===== src/rtl/nbcac_13di_pkg.sv =====
// ----------------------------------------------------------------------------
// nbcac_13di_pkg
// Shared constants for the 13-bit NBCAC crosstalk-avoidance codec.
// The encoder and the decoder core use the same weight table, so it lives
// here.
//   DATA_W  : data word width (13)
//   CODE_W  : codeword width on the bus (18)
//   WEIGHTS : s1..s18, indexed by the codeword position k of d[k]
//   state_t : encoder FSM states
// ----------------------------------------------------------------------------
package nbcac_13di_pkg;

    localparam int DATA_W = 13;
    localparam int CODE_W = 18;

    // s2..s18 follow a Fibonacci-like recurrence, so greedy subtraction in
    // descending order always reaches zero for any even value up to 8190.
    localparam logic [15:0] WEIGHTS [1:18] = '{
        16'd1,    16'd3194, 16'd1974, 16'd1220, 16'd754,  16'd466,
        16'd288,  16'd178,  16'd110,  16'd68,   16'd42,   16'd26,
        16'd16,   16'd10,   16'd6,    16'd4,    16'd2,    16'd2
    };

    typedef enum logic [1:0] {
        IDLE = 2'd0,
        RUN  = 2'd1,
        DONE = 2'd2
    } state_t;

endpackage


===== src/rtl/nbcac_13di_encoder_seq_weight_rom.sv =====
// ----------------------------------------------------------------------------
// nbcac_13di_weight_rom
// Combinational lookup of the weight s_idx used by one greedy step.
// Only positions 2..18 take part in the iteration; every other index
// returns 0.
//   idx    : codeword position k (5 bits)
//   weight : s_k truncated to 13 bits (all weights fit)
// ----------------------------------------------------------------------------
module nbcac_13di_weight_rom
    import nbcac_13di_pkg::*;
(
    input  logic [4:0]  idx,
    output logic [12:0] weight
);

    // Index-to-weight table for the iterative positions
    always_comb begin
        weight = 13'd0;
        case (idx)
            5'd2:    weight = WEIGHTS[2][12:0];
            5'd3:    weight = WEIGHTS[3][12:0];
            5'd4:    weight = WEIGHTS[4][12:0];
            5'd5:    weight = WEIGHTS[5][12:0];
            5'd6:    weight = WEIGHTS[6][12:0];
            5'd7:    weight = WEIGHTS[7][12:0];
            5'd8:    weight = WEIGHTS[8][12:0];
            5'd9:    weight = WEIGHTS[9][12:0];
            5'd10:   weight = WEIGHTS[10][12:0];
            5'd11:   weight = WEIGHTS[11][12:0];
            5'd12:   weight = WEIGHTS[12][12:0];
            5'd13:   weight = WEIGHTS[13][12:0];
            5'd14:   weight = WEIGHTS[14][12:0];
            5'd15:   weight = WEIGHTS[15][12:0];
            5'd16:   weight = WEIGHTS[16][12:0];
            5'd17:   weight = WEIGHTS[17][12:0];
            5'd18:   weight = WEIGHTS[18][12:0];
            default: weight = 13'd0;
        endcase
    end

endmodule


===== src/rtl/nbcac_13di_encoder_seq.sv =====
// ----------------------------------------------------------------------------
// nbcac_13di_encoder_seq
// Iterative NBCAC encoder: maps a 13-bit word v onto an 18-bit codeword
// d[18:1] whose weighted sum (weights s1..s18) equals v. d[1] is v[0]
// directly; the even remainder is consumed greedily, one weight per clock,
// in descending order (s2 first, s18 last).
//   clk, rst   : clock, synchronous active-high reset
//   in_valid   : v_in carries a word to encode
//   in_ready   : encoder is IDLE and will accept a word
//   v_in       : data word
//   out_valid  : d_out carries a finished codeword (DONE)
//   out_ready  : consumer takes d_out
//   d_out      : codeword; d_out[k-1] carries d[k]
//   busy       : high while iterating (RUN)
// Accept edge to out_valid is 17 clocks; minimum spacing is 19 clocks.
// ----------------------------------------------------------------------------
module nbcac_13di_encoder_seq
    import nbcac_13di_pkg::*;
(
    input  logic        clk,
    input  logic        rst,
    input  logic        in_valid,
    output logic        in_ready,
    input  logic [12:0] v_in,
    output logic        out_valid,
    input  logic        out_ready,
    output logic [17:0] d_out,
    output logic        busy
);

    state_t      state_r;
    state_t      state_next_s;
    logic [4:0]  idx_r;
    logic [12:0] rem_r;
    logic [17:0] code_r;
    logic        in_ready_r;
    logic        out_valid_r;
    logic        busy_r;

    logic [12:0] weight_s;
    logic        take_s;
    logic [17:0] set_mask_s;

    nbcac_13di_weight_rom u_rom (
        .idx    (idx_r),
        .weight (weight_s)
    );

    // Greedy step decision: the compare guards the subtraction against underflow
    always_comb begin
        take_s     = 1'b0;
        set_mask_s = 18'd0;
        if (rem_r >= weight_s) begin
            take_s     = 1'b1;
            set_mask_s = 18'd1 << (idx_r - 5'd1);
        end else begin
            take_s     = 1'b0;
            set_mask_s = 18'd0;
        end
    end

    // Next-state logic for the IDLE/RUN/DONE sequencer
    always_comb begin
        state_next_s = state_r;
        case (state_r)
            IDLE: begin
                if (in_valid) begin
                    state_next_s = RUN;
                end else begin
                    state_next_s = IDLE;
                end
            end
            RUN: begin
                if (idx_r == 5'd18) begin
                    state_next_s = DONE;
                end else begin
                    state_next_s = RUN;
                end
            end
            DONE: begin
                if (out_ready) begin
                    state_next_s = IDLE;
                end else begin
                    state_next_s = DONE;
                end
            end
            default: state_next_s = IDLE;
        endcase
    end

    // State, handshake flags and datapath registers
    always_ff @(posedge clk) begin
        if (rst) begin
            state_r     <= IDLE;
            idx_r       <= 5'd2;
            rem_r       <= 13'd0;
            code_r      <= 18'd0;
            in_ready_r  <= 1'b1;
            out_valid_r <= 1'b0;
            busy_r      <= 1'b0;
        end else begin
            state_r     <= state_next_s;
            // Flags are registered copies of the decoded next state
            in_ready_r  <= (state_next_s == IDLE);
            out_valid_r <= (state_next_s == DONE);
            busy_r      <= (state_next_s == RUN);
            case (state_r)
                IDLE: begin
                    if (in_valid) begin
                        code_r <= {17'd0, v_in[0]};
                        rem_r  <= {v_in[12:1], 1'b0};
                        idx_r  <= 5'd2;
                    end else begin
                        code_r <= code_r;
                        rem_r  <= rem_r;
                        idx_r  <= idx_r;
                    end
                end
                RUN: begin
                    if (take_s) begin
                        code_r <= code_r | set_mask_s;
                        rem_r  <= rem_r - weight_s;
                    end else begin
                        code_r <= code_r;
                        rem_r  <= rem_r;
                    end
                    idx_r <= idx_r + 5'd1;
                end
                DONE: begin
                    // Held untouched under backpressure
                    code_r <= code_r;
                    rem_r  <= rem_r;
                    idx_r  <= idx_r;
                end
                default: begin
                    code_r <= 18'd0;
                    rem_r  <= 13'd0;
                    idx_r  <= 5'd2;
                end
            endcase
        end
    end

    assign in_ready  = in_ready_r;
    assign out_valid = out_valid_r;
    assign busy      = busy_r;
    assign d_out     = code_r;

endmodule


===== config.mk =====
export PLATFORM = sky130hd
export DESIGN_NAME = nbcac_13di_encoder_seq
export DESIGN_NICKNAME = d
export VERILOG_FILES = /design/src/rtl/nbcac_13di_pkg.sv /design/src/rtl/nbcac_13di_encoder_seq_weight_rom.sv /design/src/rtl/nbcac_13di_encoder_seq.sv
export SDC_FILE = /design/constraint.sdc
export NUM_CORES = 1
export LEC_CHECK = 0
export ABC_AREA = 1
export BUFFER_PORTS_ARGS = -buffer_cell sky130_fd_sc_hd__buf_4
export CELL_PAD_IN_SITES_DETAIL_PLACEMENT = 0
export CELL_PAD_IN_SITES_GLOBAL_PLACEMENT = 1
export CORE_MARGIN = 3
export CORE_UTILIZATION = 41
export CTS_CLUSTER_SIZE = 12
export DETAILED_ROUTE_END_ITERATION = 16
export GPL_TIMING_DRIVEN = 0
export PLACE_DENSITY = 0.86
export SLEW_MARGIN = 5
export SYNTH_ARGS = -nofsm -noshare
export SYNTH_HDL_FRONTEND = slang
export SYNTH_SLANG_ARGS = --single-unit
export TNS_END_PERCENT = 30

===== constraint.sdc =====
create_clock -name clk -period 2.6 [get_ports clk]
set_input_delay 0.13 -clock clk [delete_from_list [all_inputs] [get_ports clk]]
set_output_delay 0.13 -clock clk [all_outputs]
set_load 0.03 [all_outputs]

Yosys cells after proc, flatten, opt, wreduce, memory -nomap -nowiden
Memory sizes are Yosys's and may differ from the RTL's. A register that Yosys moved wholly into a read port is not among the register bits.
Cells that the tools add are included.
{"block": "op_classes", "n_reduce_logical": 4, "shift": 1, "mux": 16, "n_eq_ne": 7, "bitwise_logic": 2, "addsub": 3, "n_lt_le_gt_ge": 1}
{"operator": "18-bit 2-to-1 mux", "count": 3}
{"operator": "18-bit one-hot mux with 3 select lines", "count": 1}
{"operator": "13-bit one-hot mux with 3 select lines", "count": 1}
{"operator": "13-bit 2-to-1 mux", "count": 2}
{"operator": "18-bit bitwise OR", "count": 1}
{"operator": "1-bit by 5-bit left shift with 18-bit output, first input constant", "count": 1}
{"operator": "5-bit 2-to-1 mux", "count": 3}
{"operator": "5-bit one-hot mux with 3 select lines", "count": 1}
{"operator": "13-bit greater-or-equal comparator", "count": 1}
{"operator": "13-bit subtractor", "count": 1}
{"operator": "2-bit one-hot mux with 3 select lines", "count": 1}
{"operator": "5-bit by 1-bit adder with 5-bit output, second input constant", "count": 1}
{"operator": "5-bit == test, second input constant", "count": 1}
{"operator": "5-bit by 1-bit subtractor with 5-bit output, second input constant", "count": 1}
{"operator": "2-bit by 1-bit == test with 1-bit output, second input constant", "count": 2}
{"operator": "2-bit == test, second input constant", "count": 2}
{"operator": "2-bit zero test", "count": 2}
{"operator": "2-bit 2-to-1 mux", "count": 2}
{"operator": "2-bit != test, second input constant", "count": 2}
{"operator": "3-bit AND reduction", "count": 1}
{"operator": "1-bit 2-to-1 mux", "count": 2}
{"operator": "2-bit AND reduction", "count": 1}
{"operator": "1-bit inverter", "count": 1}
{"block": "totals", "rom_bits": 352, "inputBits": 17, "output_inout_bits": 21, "regBits": 41, "memories": 1, "wordCells": 42}
{"memory": "(name not given)", "depth": 32, "word_bits": 11, "rd": 1, "rd_ports_with_merged_regs": 1, "wr": 0, "line_no": "nbcac_13di_encoder_seq_weight_rom.sv:19", "source": "case (idx)"}

Longest topological paths before layout
Gate-level depths: netlist (run 1).
{"block": "logic_depth", "word_depth": 6, "depth_mapped": 16, "mapped_depth_nobuf": 16}

By module
A second synthesis (run 1) with hierarchy kept.
{"block": "unflattened", "cells_unflattened": 459, "hier_area_um2": 3009.1}
{"module": "nbcac_13di_encoder_seq", "cells_per_inst": 392, "n_inst": 1, "area_per_inst_um2": 2603.7}
{"module": "nbcac_13di_weight_rom", "cells_per_inst": 67, "n_inst": 1, "area_per_inst_um2": 405.4}

Worst setup path after synthesis (run 1)
OpenSTA, ideal clock, no wires.
{"block": "synth_path", "kind": "reg2reg", "startpoint": "register idx_r[0]", "endpoint": "register u_rom.weight[1] (netlist name)", "slack_ns": 0.368, "required_time_ns": 2.531, "path_stages_with_launch": 12, "arrival_ns": 2.163, "cell_sequence": "dfxtp_1 > inv_1 > ha_1 > inv_1 > o21ai_1 > inv_1 > nand2_1 > ha_1 > or2_2 > a21oi_1 > o21ai_1 > o21ai_1"}
{"block": "synth_between", "elab_chain_len": 4}
{"element": "from (decl)", "line_no": "nbcac_13di_encoder_seq.sv:33", "source": "logic [4:0] idx_r;"}
{"element": "from (signal assigned)", "line_no": "nbcac_13di_encoder_seq.sv:116", "source": "idx_r <= idx_r;"}
{"element": "from (signal assigned)", "line_no": "nbcac_13di_encoder_seq.sv:127", "source": "idx_r <= idx_r + 5'd1;"}
{"element": "from (signal assigned)", "line_no": "nbcac_13di_encoder_seq.sv:133", "source": "idx_r <= idx_r;"}
{"element": "5-bit by 1-bit adder with 5-bit output", "line_no": "nbcac_13di_encoder_seq.sv:127"}
{"element": "5-bit one-hot mux with 3 select lines", "line_no": "nbcac_13di_encoder_seq.sv:107", "source": "case (state_r)"}
{"element": "5-bit 2-to-1 mux (no line) * (2 in a row)"}
Mark *: on every way between the ends. The rest lies on a longest branch, timed or not.
A chain may end at the register's enable or synchronous reset.

Final worst setup path (run 1)
{"block": "layout_path", "startpoint": "register idx_r[0]", "endpoint": "register u_rom.weight[1] (netlist name)"}
{"block": "layout_between", "elab_chain_len": 4}
{"element": "5-bit by 1-bit adder with 5-bit output", "line_no": "nbcac_13di_encoder_seq.sv:127"}
{"element": "5-bit one-hot mux with 3 select lines", "line_no": "nbcac_13di_encoder_seq.sv:107"}
{"element": "5-bit 2-to-1 mux (no line) * (2 in a row)"}
Marks and branches as above.

==> metrics.md, run 1 <==
| Metric | Value |
|---|---|
| Vias | 2909 |
| I/O Pins | 38 |
| CP max stage cell | dfxtp_2 |
| Max clock buf depth | 2 |
| Final Cycle Share | 95.2% |
| Setup ws final | 0.124 ns |
| Die W | 92.6 um |
| Worst-Skew Late Latency | 0.31 ns |
| Register area share after synthesis | 33.2% |
| Clock skew | 0.0172 ns |
| Vias in the first global route | 2696 |
| Pre-CTS setup slack | 0.0574 ns |
| GRT Overall Usage | 18.2% |
| CP Capture Type | flop |
| CP cell instances | inv_1, ha_1, inv_1, o21ai_1, inv_1, nand2_1, ha_1, or2_2, a21oi_1, o21ai_1, o21ai_1 |
| Status | finished, final reports clean |
| Layout cell share with drive strength beyond 1 | 15.5% |
| Unrepaired setup endpoints after global routing | false |
| Layout Cells excl Fill | 599 |
| Rows | 30 |
| Post-CTS Setup Repair Bufs | 0 |
| Reg2reg end | u_rom.weight[1] |
| R2R depth | 11 |
| Synth Net Count | 501 |
| WP data required | 2.83 ns |
| Final WL | 7650 um |
| Dpl cell area | 3470 um^2 |
| WS Path Type | flop to flop |
| Overflow after GRT | 0 |
| CP Launch Point | idx_r[0] |
| CTS sink cnt | 51 |
| Hold_sp | rst |
| Worst slew pin tran | 0.631 ns |
| Synth area leader | dfxtp_1 |
| Hold path endpoint | idx_r[2] |
| Fill cells | 731 |
| Max VDD drop | 0.000243 V |
| Register Area | 1020 um^2 |
| CTS buffer count | 5 |
| Maximum clock frequency | 404 MHz |
| Drt first pass iters | 4 |
| Synth area leaders | dfxtp_1 33%, nand2_1 13%, ha_1 10% |
| CP Max Fanout | 8 |
| Crit path DAT | 2.70 ns |
| Initial antenna violation count | 0 |
| Yosys reg bits | 51 |
| Routability cong. | 0.859 |
| Startpoint Class | flop |
| Post-synthesis cell count | 458 |
| CTS tree | done |
| Multi-input gate area | 1770 um^2 |
| RR Startpoint | idx_r[0] |
| Unique masters post-synth | 35 |
| Hold WC Path Type | primary input to flop |
| NumNets Final | 545 |
| Via density | 4.86 |
| Power, Total | 1.92 mW |
| Number of I/O port buffers | 37 |
| DP Cell Count | 591 |
| Synthesis warning total | 0 |
| CTS Hold Buffers Added | 0 |
| Final hold viol count | 0 |
| Slew headroom | 58.0% |
| Total die area | 8570 um^2 |
| Most frequent cells in the layout | 108 x nand2_1, 67 x nor2_1, 55 x inv_1 |
| Number of DRC markers in iteration 0 | 121 |
| Hold slack final | 0.0920 ns |
| Fin. max-slew vios | 0 |
| Syn_area_per_cell | 6.71 um^2 |
| HPWL after DPL | 5990 um |
| Setup slack, reg-to-reg | 0.12 ns |
| Post-detailed-route DRC marker count | 0 |
| Max-cap violation count | 0 |
| Hold depth | 2 |
| Clk Tree Root Cell | clkbuf_8 |
| Synth top area share | 33.2% |
| Area added between synthesis and finish | 15.8% |
| Final core utilization | 50.7% |
| Post-route ant nets | 0 |
| Largest net degree at the start of global routing | 16 |
| Tmin final | 2.48 ns |
| First-pass GRT wire length | 12500 um |
| Setup TNS | 0 ns |
| Pwr/cell area | 541 nW/um^2 |
| Initial Util | 43.8% |
| Clk slew on worst S/H paths | 0.10 ns |
| Synthesized area | 3070 um^2 |
| H-tree levels | 2 |
| Routed length per instance | 12.8 um |
| Most common cell after layout, fill and taps aside | nand2_1 |
| Antenna Diode Count | 0 |
| Finished Cell Area | 3560 um^2 |
| Setup violators final | 0 |
| Core area | 7020 um^2 |
| Die Span Y | 92.6 um |
| Biggest cell delay along the critical path | 0.42 ns |
| Static leakage | 1.68 nW |
## final cells by class
class / instances / share of cell area (%)
plain buffers: 7 / 1.02
clock inverters: 2 / 0.352
inverters: 64 / 6.86
repair buffers: 37 / 7.81
multi-input cells: 336 / 49.8
clock buffers: 6 / 2.04
well taps: 96 / 3.38
flip-flops and latches: 51 / 28.8
## metal layers
| metal | track usage [%] | vias up | share of wire, % |
|---|---|---|---|
| li1 | - | 1544 | - |
| met1 | 24.2 | 1306 | 49 |
| met2 | 30.0 | 49 | 46 |
| met3 | 3.49 | 10 | 3.6 |
| met4 | 5.07 | 0 | 1.6 |
| met5 | 0 | - | 0 |
## registers in the layout (all words and copies together) (netlist names)
| name | cells |
|---|---|
| idx_r | 5 |
| in_ready | 1 |
| busy | 1 |
| state_r | 2 |
| out_valid | 1 |
| u_rom.weight | 11 |
| rem_r | 12 |
| d_out | 18 |
## kinds of logic after synthesis
| family | count (synthesis) | share of synthesized area, % |
|---|---|---|
| DFF | 51 | 33.2 |
| AOI/OAI and AO/OA | 80 | 14.8 |
| buffers and inverters | 71 | 9.12 |
| xor gates and xnor gates | 3 | 0.856 |
| adders and majority gates | 26 | 10.8 |
| and+or+nand+nor | 227 | 31.1 |
## report_power, final
group          switching [mW]  leakage (nW)  internal (mW)
registers              0.0319         0.417          0.837
clock network           0.261        0.0412          0.189
logic                   0.395          1.22          0.210
total                   0.688          1.68           1.24
## what timing repair did
action                     CTS  global route
pin swaps                    0             0
cloned                       0             0
setup endpoints to repair    1             3
gates resized for setup      1             1
## how the worst max path moves through the flow
| stage | cells after the start | endpoint |
|---|---|---|
| after global routing | 11 | u_rom.weight[1] |
| final | 11 | u_rom.weight[1] |
| after CTS | 11 | u_rom.weight[1] |
| after detailed placement | 11 | u_rom.weight[1] |
| after floorplan | 11 | u_rom.weight[1] |
| after global placement | 11 | u_rom.weight[1] |
## cells in the mapped netlist (all sizes together)
cell type,n
fa,1
a21oi,41
xor2,2
a22oi,1
clkbuf,3
nand2,115
nand4,4
or2,3
clkinv,1
a211oi,1
a22o,1
nor2,72
nor3,6
inv,63
nand3,27
ha,25
a32oi,1
buf,4
o22ai,2
xnor2,1
o21ai,32
dfxtp,51
o211a,1
## critical path: cells and delay by family, from the launching register on
kind                       cells  cell delay [ns]
adders and majority gates      2             0.60
AOI/OAI and AO/OA              4             0.55
and+or+nand+nor                2             0.55
DFF                            1             0.42
buffers and inverters          3             0.28
(Power assumes the default switching activity.)
==> run 2: changes to the inputs <==
--- a/config.mk
+++ b/config.mk
@@ -9,7 +9,6 @@
 export BUFFER_PORTS_ARGS = -buffer_cell sky130_fd_sc_hd__buf_4
 export CELL_PAD_IN_SITES_DETAIL_PLACEMENT = 0
 export CELL_PAD_IN_SITES_GLOBAL_PLACEMENT = 1
-export CORE_MARGIN = 3
 export CORE_UTILIZATION = 41
 export CTS_CLUSTER_SIZE = 12
 export DETAILED_ROUTE_END_ITERATION = 16
==> run 2 against run 1 <==
Net effect: global-route usage up 1.9 points; wire length fell by 2.8%; via count down 0.76%; first-iteration DRC count increased by 17%; sequential share of layout area decreased by 0.37 points; clock power grew 32%; final cell count is 0.50% higher; register-to-register slack improved by 0.06 ns; setup slack improved by 0.058 ns; flip-flop and latch count unchanged.
==> metrics.md, run 2 (synthesis gave the netlist of run 1 again) <==
| Metric | Value |
|---|---|
| Max reg flops | 18 (unchanged) |
| I/O Pins | 38 (unchanged) |
| Initial antenna violation count | 0 (unchanged) |
| WS Path Type | flop to flop |
| Crit path DAT | 2.65 ns (-0.05 ns) |
| Most frequent cells in the layout | 107 x nand2_1, 67 x nor2_1, 55 x inv_1 |
| Unrepaired setup endpoints after global routing | false |
| CTS buffer count | 5 (unchanged) |
| Maximum clock frequency | 414 MHz (+2.4%) |
| Register Area | 1020 um^2 (unchanged) |
| CTS sink cnt | 51 (unchanged) |
| Drt first pass iters | 4 (unchanged) |
| Vias in the first global route | 2640 (-2.1%) |
| Core area | 7250 um^2 (+3.3%) |
| Layout Cells excl Fill | 602 (+0.50%) |
| Hold slack final | 0.0937 ns (+0.00166 ns) |
| Post-CTS Setup Repair Bufs | 0 (unchanged) |
| CTS Hold Buffers Added | 0 (unchanged) |
| Max-cap violation count | 0 (unchanged) |
| Post-route ant nets | 0 (unchanged) |
| Tmin final | 2.42 ns (-0.0583 ns) |
| Status | finished, final reports clean |
| CTS tree | done |
| Worst slew pin tran | 0.588 ns (-0.0430 ns) |
| Pwr/cell area | 573 nW/um^2 (+6.0%) |
| Slew headroom | 60.8% (+2.9 points) |
| Multi-input gate area | 1780 um^2 (+0.35%) |
| Static leakage | 1.70 nW (+1.3%) |
| Clk Tree Root Cell | clkbuf_8 |
| Fill cells | 768 (+5.1%) |
| Clock skew | 0.0123 ns (-0.00488 ns) |
| NumNets Final | 545 (unchanged) |
| Rows | 31 (+3.3%) |
| DP Cell Count | 594 (+0.51%) |
| WP data required | 2.84 ns (about the same) |
| Number of DRC markers in iteration 0 | 142 (+17%) |
| Finished Cell Area | 3600 um^2 (+1.3%) |
| Setup violators final | 0 (unchanged) |
| Layout cell share with drive strength beyond 1 | 16.1% (+0.60 points) |
| First-pass GRT wire length | 12200 um (-2.4%) |
| CP Capture Type | flop |
| Die Span Y | 88.6 um (-4.3%) |
| Hold WC Path Type | primary input to flop |
| Post-detailed-route DRC marker count | 0 (unchanged) |
| Worst-Skew Late Latency | 0.31 ns (about the same) |
| Fin. max-slew vios | 0 (unchanged) |
| Area added between synthesis and finish | 17.3% |
| Final hold viol count | 0 (unchanged) |
| Total die area | 7840 um^2 (-8.5%) |
| GRT Overall Usage | 20.1% (+1.9 points) |
| Most common cell after layout, fill and taps aside | nand2_1 |
| Max VDD drop | 0.000199 V (-18%) |
| Vias | 2887 (-0.76%) |
| Setup TNS | 0 ns (unchanged) |
| Die W | 88.6 um (-4.3%) |
| Final core utilization | 49.7% (-1.0 points) |
| Dpl cell area | 3470 um^2 (+0.11%) |
| Routed length per instance | 12.4 um (-3.3%) |
| H-tree levels | 2 (unchanged) |
| Final Cycle Share | 93.0% (-2.2 points) |
| Number of I/O port buffers | 37 (unchanged) |
| Largest net degree at the start of global routing | 17 (+1) |
| Initial Util | 42.3% (-1.4 points) |
| Startpoint Class | flop |
| Overflow after GRT | 0 (unchanged) |
| HPWL after DPL | 5770 um (-3.6%) |
| Via density | 4.80 (-1.3%) |
| Clk slew on worst S/H paths | 0.10 ns (about the same) |
| Routability cong. | 0.877 (+2.1%) |
| Antenna Diode Count | 0 (unchanged) |
| Max clock buf depth | 2 (unchanged) |
| CP Max Fanout | 6 (-2) |
| Final WL | 7440 um (-2.8%) |
[run 2: path summary, 6_finish.rpt]
check / startpoint / to / slack, ns / cells after the start
min reg2reg: d_out[10] / d_out[10] / 0.46 / 2
min: rst / idx_r[2] / 0.09 / 2
max: state_r[1] / u_rom.weight[1] / 0.18 / 10
max reg2reg: state_r[1] / u_rom.weight[1] / 0.18 / 10
[run 2: report_power, final]
part / internal [mW] / switching [mW]
Clock: 0.317 / 0.277
Combinational: 0.211 / 0.390
Sequential: 0.837 / 0.0318
[run 2: metrics by stage]
step | worst slack, ns | power [mW]
finish | 0.183 | 2.06
CTS | 0.0480 | 2.07
global route | 0.00273 | 2.20
floorplan | 0.368 | 1.32
global placement | 0.0723 | 1.48
detailed placement | 0.00520 | 1.48
[run 2: worst max-delay path, stage by stage (launching register included)]
cell     delay, ns
dfxtp_1       0.44
inv_2         0.07
a21oi_4       0.25
inv_2         0.14
a21oi_2       0.33
inv_2         0.11
ha_1          0.32
or2_2         0.34
a21oi_1       0.15
o21ai_1       0.09
o21ai_1       0.09
[run 2: cell type report]
type | count | area share, %
inverters | 64 | 6.77
plain buffers | 7 | 1.01
repair buffers | 37 | 7.71
clock buffers | 6 | 2.29
well taps | 99 | 3.44
flip-flops and latches | 51 | 28.4
clock inverters | 2 | 1.08
multi-input cells | 336 | 49.3
[run 2: routing by layer]
| metal | track usage, % | part of all wire, % | wire [um] | vias up |
|---|---|---|---|---|
| met3 | 2.52 | 2.9 | 216 | 6 |
| met4 | 4.40 | 0.91 | 68 | 0 |
| met2 | 34.0 | 46 | 3430 | 38 |
| met5 | 0 | 0 | 0 | - |
| li1 | - | - | - | 1542 |
| met1 | 27.5 | 50 | 3720 | 1301 |
[run 2: timing repair]
item / in CTS / in global routing
pin swaps: 0 / 0
gates resized for setup: 1 / 3
endpoints found under the setup margin: 1 / 3
==> run 3: changes to the inputs <==
--- a/config.mk
+++ b/config.mk
@@ -9,7 +9,9 @@
 export BUFFER_PORTS_ARGS = -buffer_cell sky130_fd_sc_hd__buf_4
 export CELL_PAD_IN_SITES_DETAIL_PLACEMENT = 0
 export CELL_PAD_IN_SITES_GLOBAL_PLACEMENT = 1
+export CORE_MARGIN = 2
 export CORE_UTILIZATION = 41
+export CTS_BUF_LIST = sky130_fd_sc_hd__clkbuf_16
 export CTS_CLUSTER_SIZE = 12
 export DETAILED_ROUTE_END_ITERATION = 16
 export GPL_TIMING_DRIVEN = 0
==> run 3 against run 2 <==
Net effect: first-iteration DRC count decreased by 25%; clock power grew 9.4%; wire length shrank 0.48%; non-clock buffer count unchanged; critical path depth stayed put; sequential share of layout area is 0.17 points lower; design area up 0.59%; via count grew 1.4%; sequential power barely moved; flip-flop and latch count is the same.
==> metrics.md, run 3 (synthesis gave the netlist of run 1 again) <==
| Metric | Value |
|---|---|
| Die Span Y | 90.6 um (+2.3%) |
| Most common cell after layout, fill and taps aside | nand2_1 |
| CP cell instances | inv_2, a21oi_4, inv_2, a21oi_2, inv_2, ha_1, or2_2, a21oi_1, o21ai_1, o21ai_1 |
| CP Max Fanout | 6 (unchanged) |
| Status | finished, final reports clean |
| Routability cong. | 0.883 (+0.71%) |
| WS Path Type | flop to flop |
| NumNets Final | 545 (unchanged) |
| CTS Hold Buffers Added | 0 (unchanged) |
| Number of I/O port buffers | 37 (unchanged) |
| Total die area | 8200 um^2 (+4.6%) |
| CTS tree | done |
| Post-detailed-route DRC marker count | 0 (unchanged) |
| Worst slew pin tran | 0.571 ns (-0.0170 ns) |
| Core area | 7250 um^2 (unchanged) |
| Area added between synthesis and finish | 18.0% |
| Max clock buf depth | 2 (unchanged) |
| Vias | 2927 (+1.4%) |
| Rows | 31 (unchanged) |
| Biggest cell delay along the critical path | 0.44 ns (about the same) |
| Layout cell share with drive strength beyond 1 | 15.9% (-0.20 points) |
| Routed length per instance | 12.3 um (-0.48%) |
| Max VDD drop | 0.000328 V (+65%) |
| Setup violators final | 0 (unchanged) |
| Clk slew on worst S/H paths | 0.07 ns (-0.03 ns) |
| H-tree levels | 2 (unchanged) |
| Startpoint Class | flop |
| I/O Pins | 38 (unchanged) |
| CP max stage cell | dfxtp_1 |
| Max-cap violation count | 0 (unchanged) |
| Final Cycle Share | 91.2% (-1.8 points) |
| RR Startpoint | state_r[1] |
| Pwr/cell area | 584 nW/um^2 (+1.9%) |
| Setup TNS | 0 ns (unchanged) |
| HPWL after DPL | 5830 um (+1.1%) |
| Most frequent CP cell | inv_2 |
| Static leakage | 1.71 nW (+0.58%) |
| CP Capture Type | flop |
| CP Launch Point | state_r[1] |
| GRT Overall Usage | 19.2% (-0.95 points) |
| Largest net degree at the start of global routing | 17 (unchanged) |
| Die W | 90.6 um (+2.3%) |
| Buf/Inv on CP | 3 (unchanged) |
| Final WL | 7400 um (-0.48%) |
| Unrepaired setup endpoints after global routing | false |
| Worst-Skew Late Latency | 0.29 ns (-0.02 ns) |
| Crit path DAT | 2.59 ns (-0.06 ns) |
| Dpl cell area | 3470 um^2 (unchanged) |
| First-pass GRT wire length | 13000 um (+6.9%) |
| Most frequent cells in the layout | 107 x nand2_1, 67 x nor2_1, 55 x inv_1 |
| Fin. max-slew vios | 0 (unchanged) |
| Maximum clock frequency | 422 MHz (+1.9%) |
| Via density | 4.86 (+1.4%) |
| WP data required | 2.82 ns (-0.02 ns) |
| Slew headroom | 61.6% (+0.73 points) |
| Overflow after GRT | 0 (unchanged) |
| Clk Tree Root Cell | clkbuf_16 |
| CTS buffer count | 5 (unchanged) |
| Finished Cell Area | 3620 um^2 (+0.59%) |
| Initial Util | 42.3% (unchanged) |
| Post-route ant nets | 0 (unchanged) |
| CP top delay family | compound AO/OA/AOI/OAI gates |
| Clock skew | 0.00998 ns (-0.00233 ns) |
| Hold WC Path Type | primary input to flop |
| Antenna Diode Count | 0 (unchanged) |
| Number of DRC markers in iteration 0 | 107 (-25%) |
| Max reg flops | 18 (unchanged) |
| Vias in the first global route | 2770 (+4.9%) |
| Initial antenna violation count | 0 (unchanged) |
| Drt first pass iters | 5 (+1) |
| CTS sink cnt | 51 (unchanged) |
| Hold_sp | rst |
| Tmin final | 2.37 ns (-0.0460 ns) |
| Final hold viol count | 0 (unchanged) |
==> run 3: worst register-to-register path, stage by stage (launching register included) <==
cell     delay, ns
dfxtp_1       0.44
inv_2         0.07
a21oi_4       0.25
inv_2         0.13
a21oi_2       0.33
inv_2         0.11
ha_1          0.32
or2_2         0.34
a21oi_1       0.15
o21ai_1       0.08
o21ai_1       0.07
==> run 3: timing repair <==
item	in CTS	in global routing
buffers inserted	0	0
resized for setup	1	3
setup endpoints to repair	1	4
==> run 3: where the power goes <==
| group | total (mW) | internal (mW) | switching [mW] |
|---|---|---|---|
| clock network | 0.650 | 0.356 | 0.294 |
| registers | 0.869 | 0.837 | 0.0312 |
| logic | 0.598 | 0.211 | 0.388 |
| total | 2.12 | 1.40 | 0.713 |
==> run 3: worst paths after layout <==
path,cells past startpoint,endpoint,slack [ns]
min,2,idx_r[4],0.11
max reg2reg,10,u_rom.weight[1],0.23
max,10,u_rom.weight[1],0.23
min reg2reg,2,d_out[10],0.46
==> run 3: final cells by class <==
type	instances	area [um^2]
Inverter	64	244
Clock inverter	3	17.5
Multi-Input combinational cell	336	1780
Sequential cell	51	1020
Clock buffer	5	125
Fill cell	769	3630
Buffer	7	36.3
Timing Repair Buffer	37	278
Tap cell	99	124
==> run 3: metrics by stage <==
step / power, mW / std cells / worst slack [ns] / util, % / hold WS (ns)
floorplan: 1.32 / 458 / 0.368 / - / 0.224
global placement: 1.48 / 594 / 0.0690 / 47.9 / 0.416
detailed placement: 1.48 / 594 / 0.00573 / 47.9 / 0.415
CTS: 2.12 / 602 / 0.0526 / 49.9 / 0.106
global route: 2.27 / 602 / 0.0590 / 50.0 / 0.115
finish: 2.12 / 602 / 0.229 / 50.0 / 0.110
==> run 3: layer usage <==
layer  up-vias  wire, um  global-route usage, %
li1       1548         -                      -
met5         -         0                      0
met2        55      3510                   33.0
met3         9       305                   2.59
met4         0       106                   5.38
met1      1315      3480                   25.1
